==> config.mk <==
export PLATFORM = sky130hd
export DESIGN_NAME = fu_issue_ctrl
export DESIGN_NICKNAME = d
export VERILOG_FILES = /design/src/rtl/fu_issue_ctrl.sv
export SDC_FILE = /design/constraint.sdc
export NUM_CORES = 1
export LEC_CHECK = 0
export CORE_ASPECT_RATIO = 1.5
export CORE_UTILIZATION = 45
export CTS_CLUSTER_DIAMETER = 150
export CTS_CLUSTER_SIZE = 28
export DETAILED_ROUTE_END_ITERATION = 10
export PLACE_DENSITY = 0.75
export SLEW_MARGIN = 10
export SYNTH_ARGS = -nofsm -noshare
export SYNTH_HDL_FRONTEND = slang
export SYNTH_SLANG_ARGS = --single-unit
==> constraint.sdc <==
create_clock -name clk -period 4.3 [get_ports clk]
set_input_delay 0.86 -clock clk [delete_from_list [all_inputs] [get_ports clk]]
set_output_delay 0.86 -clock clk [all_outputs]
set_load 0.1 [all_outputs]
==> src/rtl/fu_issue_ctrl.sv <==
// Issue controller for one two-operand functional unit: buffers operands, fires when both
// are present and a downstream credit exists, registers the result, and holds a serial opcode.
module fu_issue_ctrl #(
    parameter int DW      = 32,
    parameter int CREDITS = 2
) (
    input  logic          clk,
    input  logic          rst,
    input  logic          cfg_en,
    input  logic          cfg_in,
    output logic          cfg_out,
    input  logic          a_valid,
    input  logic          a_pred,
    input  logic [DW-1:0] a_data,
    output logic          a_credit,
    input  logic          b_valid,
    input  logic          b_pred,
    input  logic [DW-1:0] b_data,
    output logic          b_credit,
    output logic [1:0]    fu_conf,
    output logic [DW-1:0] fu_a,
    output logic [DW-1:0] fu_b,
    input  logic [DW-1:0] fu_res,
    input  logic          fu_pred,
    output logic          out_valid,
    output logic [DW-1:0] out_data,
    output logic          out_pred,
    input  logic          out_credit,
    output logic          err
);

    typedef enum logic [1:0] {S_OFF, S_CFG, S_RUN} state_t;

    localparam logic [1:0] CREDIT_INIT = 2'(CREDITS);

    state_t       state, state_nxt;
    logic [2:0]   cfg_reg;
    logic [DW:0]  mem [2][2];
    logic [1:0]   cnt [2];
    logic [DW:0]  din [2];
    logic [1:0]   push, pop, ovf;
    logic         fire, credit_err;
    logic [1:0]   credit_cnt;

    assign din[0]  = {a_pred, a_data};
    assign din[1]  = {b_pred, b_data};
    assign push    = {b_valid, a_valid};
    assign cfg_out = cfg_reg[0];
    assign fu_conf = cfg_reg[1:0];
    assign fu_a    = (cnt[0] != 2'd0) ? mem[0][0][DW-1:0] : '0;
    assign fu_b    = (cnt[1] != 2'd0) ? mem[1][0][DW-1:0] : '0;

    always_ff @(posedge clk or negedge rst) begin
        if (!rst) state <= S_OFF;
        else      state <= state_nxt;
    end

    always_comb begin
        state_nxt = state;
        if (cfg_en)
            state_nxt = S_CFG;
        else if (state == S_CFG)
            state_nxt = cfg_reg[2] ? S_RUN : S_OFF;
    end

    // S_OFF drains each buffer independently so upstream gets every slot back.
    always_comb begin
        fire = (state == S_RUN) && (cnt[0] != 2'd0) && (cnt[1] != 2'd0) && (credit_cnt != 2'd0);
        for (int i = 0; i < 2; i++) begin
            pop[i] = fire || ((state == S_OFF) && (cnt[i] != 2'd0));
            ovf[i] = push[i] && !pop[i] && (cnt[i] == 2'd2);
        end
        credit_err = out_credit && !fire && (credit_cnt == CREDIT_INIT);
    end

    always_ff @(posedge clk or negedge rst) begin
        if (!rst) cfg_reg <= 3'b000;
        else if (cfg_en) cfg_reg <= {cfg_in, cfg_reg[2:1]};
    end

    // Pop is applied before push, so a full buffer may accept a push in a popping cycle.
    always_ff @(posedge clk or negedge rst) begin
        if (!rst) begin
            for (int i = 0; i < 2; i++) begin
                cnt[i]    <= 2'd0;
                mem[i][0] <= '0;
                mem[i][1] <= '0;
            end
        end else begin
            for (int i = 0; i < 2; i++) begin
                case ({push[i], pop[i]})
                    2'b10: if (cnt[i] != 2'd2) begin
                        mem[i][cnt[i][0]] <= din[i];
                        cnt[i]            <= cnt[i] + 2'd1;
                    end
                    2'b01: begin
                        mem[i][0] <= mem[i][1];
                        cnt[i]    <= cnt[i] - 2'd1;
                    end
                    2'b11: if (cnt[i] == 2'd1) begin
                        mem[i][0] <= din[i];
                    end else begin
                        mem[i][0] <= mem[i][1];
                        mem[i][1] <= din[i];
                    end
                    default: ;
                endcase
            end
        end
    end

    always_ff @(posedge clk or negedge rst) begin
        if (!rst) begin
            credit_cnt <= CREDIT_INIT;
            out_valid  <= 1'b0;
            out_data   <= '0;
            out_pred   <= 1'b0;
            a_credit   <= 1'b0;
            b_credit   <= 1'b0;
            err        <= 1'b0;
        end else begin
            if (fire && !out_credit)
                credit_cnt <= credit_cnt - 2'd1;
            else if (!fire && out_credit && credit_cnt != CREDIT_INIT)
                credit_cnt <= credit_cnt + 2'd1;
            out_valid <= fire;
            if (fire) begin
                out_data <= fu_res;
                out_pred <= fu_pred;
            end
            a_credit <= pop[0];
            b_credit <= pop[1];
            if ((|ovf) || credit_err) err <= 1'b1;
        end
    end

endmodule

# Word level (Yosys, flattened, before mapping)
# Index checks and enable logic that the tools add are counted.
totals:
  regBits: 180
  input_bits: 106
  output_inout_bits: 104
  word_cells: 115
classes:
  add_sub_neg: 6
  n_lt_le_gt_ge: 4
  eq_ne: 20
  n_mux: 27
  n_bitwise: 2
  n_reduce_logical: 41
op_table:
  columns: ["operator", "n"]
  rows:
  - ["$mux 33", 6]
  - ["$pmux 33 s3", 2]
  - ["$bwmux 66", 2]
  - ["$mux 66", 2]
  - ["$pmux 33 s2", 2]
  - ["$demux 33 s1", 2]
  - ["$mux 32", 2]
  - ["$reduce_bool 2->1", 9]
  - ["$eq 2x2->1 const B", 8]
  - ["$logic_and 1x1->1", 15]
  - ["$mux 2", 7]
  - ["$ne 2x2->1 const B", 7]
  - ["$eq 2x1->1 const B", 5]
  - ["$pmux 2 s2", 2]
  - ["$reduce_and 2->1", 4]
  - ["$add 2x1->2 const B", 3]
  - ["$reduce_and 3->1", 2]
  - ["$reduce_bool 3->1", 2]
  - ["$sub 2x1->2 const B", 3]
  - ["$ge 2x2->1 const B", 2]
  - ["$logic_not 1->1", 4]
  - ["$lt 2x1->1 const B", 2]
  - ["$not 1->2", 2]
  - ["$logic_or 1x1->1", 3]
  - ["2 further kinds", 2]

# Longest topological paths before layout
# Gate-level depths: netlist of the first run.
depth:
  depth_word: 10
  ltp_mapped: 13

# Worst setup path after synthesis of the first run
# OpenSTA, ideal clock, no wires.
synth_path:
  kind: "register to output"
  start: "register cnt[2] (netlist bit)"
  end: "output fu_a[10]"
  t_arrival_ns: 2.354
  required_time_ns: 3.440
  slack_ns: 1.086
  path_stages_with_launch: 5
  cell_sequence: "dfrtp_1 inv_1 ha_1 clkbuf_1 nor2b_1"
synth_between:
  elab_chain_len: 2
synth_rtl:
  columns: ["item", "line_no", "rtl"]
  rows:
  - ["start: declaration", "39", "logic [1:0] cnt [2];"]
  - ["start signal: indexed assignment", "94", "cnt[i] <= cnt[i] + 2'd1;"]
  - ["start signal: indexed assignment", "98", "cnt[i] <= cnt[i] - 2'd1;"]
  - ["$reduce_bool 2->1", "50", "assign fu_a = (cnt[0] != 2'd0) ? mem[0][0][DW-1:0] : '0;"]
  - ["$mux 32", "50", null]
  - ["end: declaration", "21", "output logic [DW-1:0] fu_a,"]
# No other way between the ends.

# Final worst setup path of the first run
layout_path:
  start: "register cnt[2] (netlist bit)"
  end: "register mem[10] (netlist bit)"
layout_between:
  elab_chain_len: 8
  elab_cells_between_ends: 12
layout_rtl:
  columns: ["item", "line_no", "rtl"]
  rows:
  - ["$reduce_bool 2->1 *", "68", "fire = (state == S_RUN) && (cnt[0] != 2'd0) && (cnt[1] != 2'd0) && (credit_cnt != 2'd0);"]
  - ["$logic_and 1x1->1 * (3 in a row)", "68", null]
  - ["named net fire", "42", "logic fire, credit_err;"]
  - ["$logic_or 1x1->1 *", "70", "pop[i] = fire || ((state == S_OFF) && (cnt[i] != 2'd0));"]
  - ["named net pop[1]", "41", "logic [1:0] push, pop, ovf;"]
  - ["$eq 2x2->1", "91", "case ({push[i], pop[i]})"]
  - ["$ne 2x2->1 (no source line) or $reduce_bool 2->1 (tied branches)", null, null]
  - ["$reduce_and 3->1 (no source line)", null, null]
  - ["end signal: indexed assignment", "93", "mem[i][cnt[i][0]] <= din[i];"]
  - ["end signal: indexed assignment", "97", "mem[i][0] <= mem[i][1];"]
  - ["end signal: indexed assignment", "101", "mem[i][0] <= din[i];"]
  - ["end: declaration", "38", "logic [DW:0] mem [2][2];"]
# The timed path passes the listed nets; every way through them passes the cells marked *.
# A chain may end at the register's enable or synchronous reset.

==> results of run 1 <==
through the flow:
| stage | utilization, % | worst slack [ps] | instances | area [sq um] | hold slack (ps) |
|---|---|---|---|---|---|
| after floorplan | - | 1090 | 631 | 7880 | 442 |
| after global placement | 59.2 | 711 | 1019 | 10100 | 456 |
| after detailed placement | 59.2 | 588 | 1019 | 10100 | 463 |
| after CTS | 62.7 | 540 | 1051 | 10600 | 479 |
| after global routing | 62.7 | 290 | 1051 | 10600 | 501 |
| final | 62.7 | 587 | 1051 | 10600 | 452 |
final cells by class:
type,count,share of cell area (%)
inverters,11,0.388
clock buffers,18,4.13
well taps,210,2.47
repair buffers,221,19.2
clock inverters,14,1.40
multi-input cells,401,31.0
flip-flops and latches,176,41.4
cells in the final DEF (no fill, tap or decap), drive strengths merged, types with 3 or more instances in the layout:
cell and count:
a31oi 3, nor2b 65, mux2 101, nor2 4
mux2i 3, a21o 22, nand2 37, clkdlybuf4s50 142
nand3 15, inv 17, a22o 19, a22oi 34
clkinvlp 6, ha 9, dfrtp 175, clkbuf 18
buf 79, a2bb2oi 13, xnor2 4, a21oi 18
o21ai 36
cells by family after synthesis:
group	Yosys count
AOI/OAI and AO/OA	152
and+or+nand+nor	131
buffers and inverters	54
muxes	104
xor gates and xnor gates	5
adders and majority gates	9
DFF	176
metal layers:
metal / track usage, % / vias to the layer above / part of all wire, %
li1: - / 2636 / -
met3: 4.72 / 12 / 4.6
met1: 23.9 / 2898 / 39
met5: 0 / - / 0
met4: 6.48 / 0 / 1.1
met2: 40.2 / 138 / 56
final timing paths:
path / to / slack (ps)
max in group asynchronous: out_data[26] / 2790
min in group clk: mem[52] / 480
hold / removal: mem[78] / 450
setup / recovery: mem[10] / 590
setup reg to reg: mem[10] / 590
hold reg to reg: mem[52] / 480
worst register-to-register path: stages (launching register included):
cell and delay [ps]:
dfrtp_1 420, inv_1 130, ha_1 240, nor4b_2 520
o21ai_4 110, inv_1 110, or2_2 140, ha_1 400
nor4b_1 160, a31oi_4 920, mux2_2 430
cells in the mapped netlist (3+ instances only):
| master | number | area, sq um |
|---|---|---|
| clkbuf_1 | 31 | 116 |
| buf_6 | 3 | 33.8 |
| mux2_2 | 71 | 800 |
| dfrtp_1 | 175 | 4380 |
| a21o_1 | 22 | 165 |
| inv_1 | 11 | 41.3 |
| a2bb2oi_1 | 13 | 114 |
| nand2_1 | 37 | 139 |
| nor2_1 | 4 | 15.0 |
| mux2_4 | 30 | 450 |
| a22oi_1 | 34 | 255 |
| nor2b_1 | 65 | 407 |
| buf_2 | 7 | 35.0 |
| a21oi_1 | 17 | 85.1 |
| o21ai_0 | 35 | 175 |
| mux2i_1 | 3 | 30.0 |
| a22o_1 | 19 | 166 |
| nand3_1 | 15 | 75.1 |
| xnor2_1 | 4 | 35.0 |
| ha_1 | 9 | 113 |
==> metrics.txt, run 1 <==
status=finished, final reports clean; Crit-path slowest cell=a31oi_4; HPWL after DPL=13100 um; violation count after the first detailed-route iteration=284; Tightest Hold Check Type=in2async; Final Skew=8.55 ps; Seq cells post-synth=176; sequential fraction of the synthesis area=between 50% and 60%; adder-cell area share of the yosys netlist=1.43%; final layout net count=about 940; simple-gate share of the synthesized area=under 10%; Area Growth Syn to Fin=35.0%; vias in the first global route=about 6000; Netlist cell types=42; Core ar.=0.0170 sq mm; clk buf depth=2; global-route wire length before repair=between 20000 and 30000 um; post-synthesis mux area share=16.2%; Initial Utilization=46.4%; drt first pass iters=4; antenna diode count=0; layout filler cell count=1386; maximum capacitance violations=0; combinational family with the most area after synthesis=multiplexers; Die Y=approximately 160 um; Compound-Gate Fraction of Synth Area=~14%; Top delay family on crit path=compound AO/OA/AOI/OAI gates; Largest regs=mem (128), out_data (32), cnt (4); CP startpoint=cnt[2]; cell count after synthesis=631; max incr delay on CP=between 900 and 1000 ps; remaining antenna violation count after routing=0; DRC Markers=0; worst r2r src=cnt[2]; Worst Tran Pin Value=1150 ps; count of buffers from port buffering=207; Reg clk slew, reported paths=70 ps; number of synthesized flops with an enable pin=0; Critical Path Source Type=flop; Site Rows=a little under 60; syn_nets=746; Yosys warning count=0; fin crit share=86.4%; fin. max-slew vios=0; Worst slew margin=23.1%; max reg flops=~130; Worst EP arrival=4010 ps; worst-path cell chain=inv_1 -> ha_1 -> nor4b_2 -> o21ai_4 -> inv_1 -> or2_2 -> ha_1 -> nor4b_1 -> a31oi_4 -> mux2_2; TritonCTS buffer count=17; Wirelength per Cell=18.1 um; share of layout cells above drive strength 1=26.8%; Sum Neg Setup Slack=0 ps; area of the multi-input gates=0.00330 sq mm; drt via density=approximately 5.4; final-report hold violation count=0; Syn Area/Cell=12.5 sq um; Critical Path Sink Type=flop; RD Place Congestion=just under 0.8; Final Critical Period=3710 ps; unrepaired setup endpoints after global routing=false; Hold-fix buffers, CTS=0; XOR/XNOR share of the synthesized area=0.556%; pin count of the biggest net entering global routing=77; Critical Path RT=~4600 ps; Fmax=269 MHz; drt total wl=19000 um; Top reg by flops=mem; post-CTS setup buffer count=0; prevailing post-synth register cell=dfrtp_1; Total GRT Usage=21.6%; Overflow after GRT=0; die area=0.0181 sq mm; htree depth=4; Post-Syn Area=0.00788 sq mm; Crit path depth=10; io pins=210; CTS tree=done; clock sinks=approximately 180; Final Setup Violations=0; initial antenna violation count=0; Chip Width=110 um; Crit Path Max Fanout=32; Worst Reg-to-Reg Cells=10; via count=between 5000 and 6000; Crit path buffers/inverters=2; storage element area=around 0.0044 sq mm; post-CTS sizing=0; kind of critical path=reg2reg; clock latency on the worst-skew pair=~420 ps; fraction of registers with async set/reset=100%; CTS root buf=clkbuf_16
Power of run 1 is left out: the tool's default activity adds up to more than one toggle a clock period on the data nets, which glitch-free logic cannot reach.
==> run 2: changes to the inputs <==
--- a/config.mk
+++ b/config.mk
@@ -5,6 +5,7 @@
 export SDC_FILE = /design/constraint.sdc
 export NUM_CORES = 1
 export LEC_CHECK = 0
+export CAP_MARGIN = 20
 export CORE_ASPECT_RATIO = 1.5
 export CORE_UTILIZATION = 45
 export CTS_CLUSTER_DIAMETER = 150
==> run 2 against run 1 <==
Compared with the run above:
- clock skew about the same
- die area unchanged
- core utilization up 0.32 points
- wire length up 0.11%
- via count up 0.11%
- global-route usage unchanged
- register-to-register slack better by 210 ps
- non-clock buffer count up 2
- worst hold slack about the same
- maximum frequency up 5.9%
- critical path type unchanged
- critical endpoint is now mem[23]
==> metrics.txt, run 2 (same netlist as run 1, synthesis figures left out) <==
remaining antenna violation count after routing=0; drt total wl=19000 um; fin crit share=81.5%; setup slack, reg-to-reg=790 ps; Critical Path RT=4600 ps; RR Endpoint=mem[23]; Final Critical Period=approximately 3500 ps; HPWL after DPL=13100 um; Critical Path Source Type=flop; post-CTS setup buffer count=0; clk buf depth=2; Wirelength per Cell=18.0 um; CP startpoint=cnt[2]; Overflow after GRT=0; Critical Path Sink Type=flop; commonest non-fill, non-tap cell in the layout=dfrtp_1; Sum Neg Setup Slack=0 ps; TritonCTS buffer count=17; antenna diode count=0; clock latency on the worst-skew pair=420 ps; Top reg by flops=mem; Final Setup Violations=0; Die Y=164 um; RD Place Congestion=0.774; Fmax=285 MHz; CTS root buf=clkbuf_16; Worst EP arrival=3810 ps; Final Skew=8.86 ps; htree depth=4; clock sinks=~180; Crit Path Max Fanout=18; Worst Tran Pin Value=about 1000 ps; DRC Markers=0; die area=0.0181 sq mm; Worst Reg-to-Reg Cells=11; share of layout cells above drive strength 1=26.9%; drt first pass iters=4; violation count after the first detailed-route iteration=278; via count=between 5000 and 6000; CTS tree=done; worst setup path endpoint=mem[23]; final layout net count=945; most frequent cells in the layout=dfrtp_1 (175), clkdlybuf4s50_1 (142), buf_4 (76); pin count of the biggest net entering global routing=77; maximum capacitance violations=0; initial antenna violation count=0; status=finished, final reports clean; final-report hold violation count=0; Worst slew margin=between 30% and 40%; count of buffers from port buffering=207; Largest regs=mem (128), out_data (32), cnt (4); Tightest Hold Check Type=in2async; unrepaired setup endpoints after global routing=false; Area Growth Syn to Fin=35.7%; Total GRT Usage=21.6%; Reg clk slew, reported paths=70 ps; drt via density=roughly 5.4; post-CTS sizing=0; fin. max-slew vios=0; Core ar.=0.0170 sq mm; max reg flops=128; global-route wire length before repair=~30000 um; Initial Utilization=46.4%; Chip Width=110 um; Hold-fix buffers, CTS=0; kind of critical path=reg2reg; worst r2r src=cnt[2]; Site Rows=58; io pins=210; vias in the first global route=about 6000
==> run 2: changes by cell type in the layout (fill, tap and decap cells not counted) <==
cell / change
buf_16: +2
==> run 2: routing by layer <==
| layer | share of wire, % | track usage (%) | vias to the layer above |
|---|---|---|---|
| li1 | - | - | 2634 |
| met5 | 0 | 0 | - |
| met2 | 56 | 40.2 | 155 |
| met4 | 1.1 | 6.48 | 0 |
| met1 | 38 | 23.9 | 2889 |
| met3 | 4.9 | 4.72 | 12 |
==> run 2: how the worst min path moves through the flow <==
stage                to    start  cells after the start
3_5_place_dp    mem[52]  mem[52]                      2
4_1_cts         mem[78]      rst                      1
3_3_place_gp    mem[54]  mem[54]                      2
5_1_grt        mem[127]      rst                      1
2_1_floorplan   mem[33]  mem[33]                      2
6_report        mem[78]      rst                      1
==> run 2: area by class of cell <==
type	instances	area, sq um
clock buffers	18	439
clock inverters	14	149
fillers	1380	6290
inverters	11	41.3
multi-input cells	401	3300
flip-flops and latches	176	4410
well taps	210	263
repair buffers	223	2100
==> run 2: per-stage QoR <==
stage / hold slack (ps) / worst slack, ps / util (%) / instances / area, sq um
after detailed placement: 463 / 588 / 59.2 / 1019 / 10100
after global placement: 456 / 711 / 59.2 / 1019 / 10100
after CTS: 479 / 540 / 62.7 / 1051 / 10600
final: 452 / 793 / 63.0 / 1053 / 10700
after floorplan: 442 / 1090 / - / 631 / 7880
after global routing: 501 / 550 / 63.0 / 1053 / 10700
==> run 2: critical path, cell delays in order, from the launching register on <==
cell and delay (ps):
dfrtp_1 420, inv_1 130, ha_1 240, nor4b_2 530, o21ai_4 110, inv_1 110
or2_2 140, ha_1 400, nor4b_1 160, a31oi_4 550, buf_16 240, mux2_2 350
Power of run 2 is left out for the same reason.
==> run 3: changes to the inputs <==
==> constraint.sdc (replaced) <==
create_clock -name clk -period 3.6 [get_ports clk]
set_input_delay 0.72 -clock clk [delete_from_list [all_inputs] [get_ports clk]]
set_output_delay 0.72 -clock clk [all_outputs]
set_load 0.1 [all_outputs]
==> run 3 against run 2 <==
Compared with the run above:
- register-to-register slack worse by 510 ps
- core utilization hardly changed
- sequential cell count stayed put
- critical path type unchanged
- clock skew is 1.7 ps higher
- worst setup slack worse by 510 ps
- non-clock buffer count is 2 higher
- wire length is 0.42% higher
- sequential share of layout area hardly changed
- maximum frequency is 5.6% higher
==> metrics.txt, run 3 (same netlist as run 1, synthesis figures left out) <==
clock sinks=176; pin count of the biggest net entering global routing=79; Worst EP arrival=3620 ps; Final Skew=10.5 ps; count of buffers from port buffering=207; Crit Path Max Fanout=35; Final Setup Violations=0; Sum Neg Setup Slack=0 ps; final-report hold violation count=0; Placed Instances=1023; vias in the first global route=6019; TritonCTS buffer count=17; Reg clk slew, reported paths=70 ps; Critical Path RT=3900 ps; remaining antenna violation count after routing=0; worst-path cell chain=inv_1 -> ha_1 -> buf_4 -> nor3_1 -> or2_2 -> ha_1 -> nor4b_2 -> a31oi_4 -> buf_4 -> mux2_2; Chip Width=110 um; Tightest Hold Check Type=in2async; Crit path buffers/inverters=3; RD Place Congestion=0.758; Critical Path Sink Type=flop; global-route wire length before repair=29900 um; Hold-fix buffers, CTS=0; maximum capacitance violations=0; commonest non-fill, non-tap cell in the layout=dfrtp_1; Critical Path Source Type=flop; Initial Utilization=46.4%; Top reg by flops=mem; Fmax=301 MHz; Worst Tran Pin Value=1050 ps; Post-Layout Cell Count=approximately 1100; Overflow after GRT=0; Die Y=164 um; die area=0.0181 sq mm; drt via density=5.38; Area Growth Syn to Fin=35.7%; fin crit share=92.2%; share of layout cells above drive strength 1=27.0%; status=finished, final reports clean; violation count after the first detailed-route iteration=271; initial antenna violation count=0; via count=5670; Core ar.=0.0170 sq mm; Wirelength per Cell=18.1 um; Site Rows=58; unrepaired setup endpoints after global routing=false; post-CTS setup buffer count=0; layout filler cell count=1379; htree depth=4; final layout net count=between 900 and 1000; kind of critical path=reg2reg; max reg flops=128; Total GRT Usage=21.7%; clk buf depth=2; CTS tree=done; DRC Markers=0; Final Critical Period=roughly 3300 ps; antenna diode count=0; io pins=210; drt total wl=~19000 um; Worst slew margin=around 30%; drt first pass iters=4; max incr delay on CP=about 450 ps; most frequent cells in the layout=dfrtp_1 (175), clkdlybuf4s50_1 (142), buf_4 (79); Largest regs=mem (128), out_data (32), cnt (4); Top delay family on crit path=buffers and inverters; fin. max-slew vios=0; clock latency on the worst-skew pair=420 ps; Crit-path slowest cell=dfrtp_1; HPWL after DPL=13200 um; CTS root buf=clkbuf_16; hold_ws=318 ps
run 3: changes by cell type in the layout (fill, tap and decap cells not counted), moves of 2 or more:
| cell | change |
|---|---|
| clkinv_4 | +3 |
| buf_16 | -2 |
| buf_4 | +3 |
| inv_6 | -2 |
| clkinvlp_4 | -3 |
run 3: metal layers:
layer	global-route usage [%]	up-vias	wire length, um	part of all wire [%]
li1	-	2642	-	-
met1	24.5	2816	7490	39
met2	38.8	177	10100	53
met3	4.21	35	901	4.7
met4	10.1	0	593	3.1
met5	0	-	0	0
run 3: final timing paths:
check	startpoint	end	slack (ps)	depth (start not counted)
hold / removal	rst	mem[95]	320	1
hold reg to reg	mem[52]	mem[52]	470	2
min in group clk	mem[52]	mem[52]	470	2
setup / recovery	cnt[0]	mem[12]	280	10
max in group asynchronous	rst	credit_cnt[1]	2400	2
setup reg to reg	cnt[0]	mem[12]	280	10
run 3: what timing repair did:
action                     in CTS  in global routing
gates resized for setup         0                  2
hold endpoints to repair        0                  0
setup endpoints to repair       0                 24
run 3: final cells by class:
| type | count | area [sq um] | share of cell area (%) |
|---|---|---|---|
| Sequential cell | 176 | 4410 | 41.2 |
| Multi-Input combinational cell | 401 | 3310 | 31.0 |
| Timing Repair Buffer | 225 | 2090 | 19.5 |
| Clock buffer | 18 | 429 | 4.01 |
| Tap cell | 210 | 263 | 2.46 |
| Clock inverter | 13 | 154 | 1.44 |
| Inverter | 11 | 41.3 | 0.386 |
run 3: through the flow:
stage               util [%]  instance area [sq um]  setup WS (ps)
floorplan                  -                   7880            458
global placement        59.4                  10100            276
detailed placement      59.4                  10100            134
CTS                     62.9                  10700            147
global route            63.0                  10700           21.0
finish                  63.0                  10700            279
run 3: worst reg2reg max path, stage by stage (launching register included):
cell,delay (ps)
dfrtp_1,450
inv_1,190
ha_1,240
buf_4,410
nor3_1,110
or2_2,330
ha_1,330
nor4b_2,440
a31oi_4,140
buf_4,290
mux2_2,290
Power of run 3 is left out for the same reason.
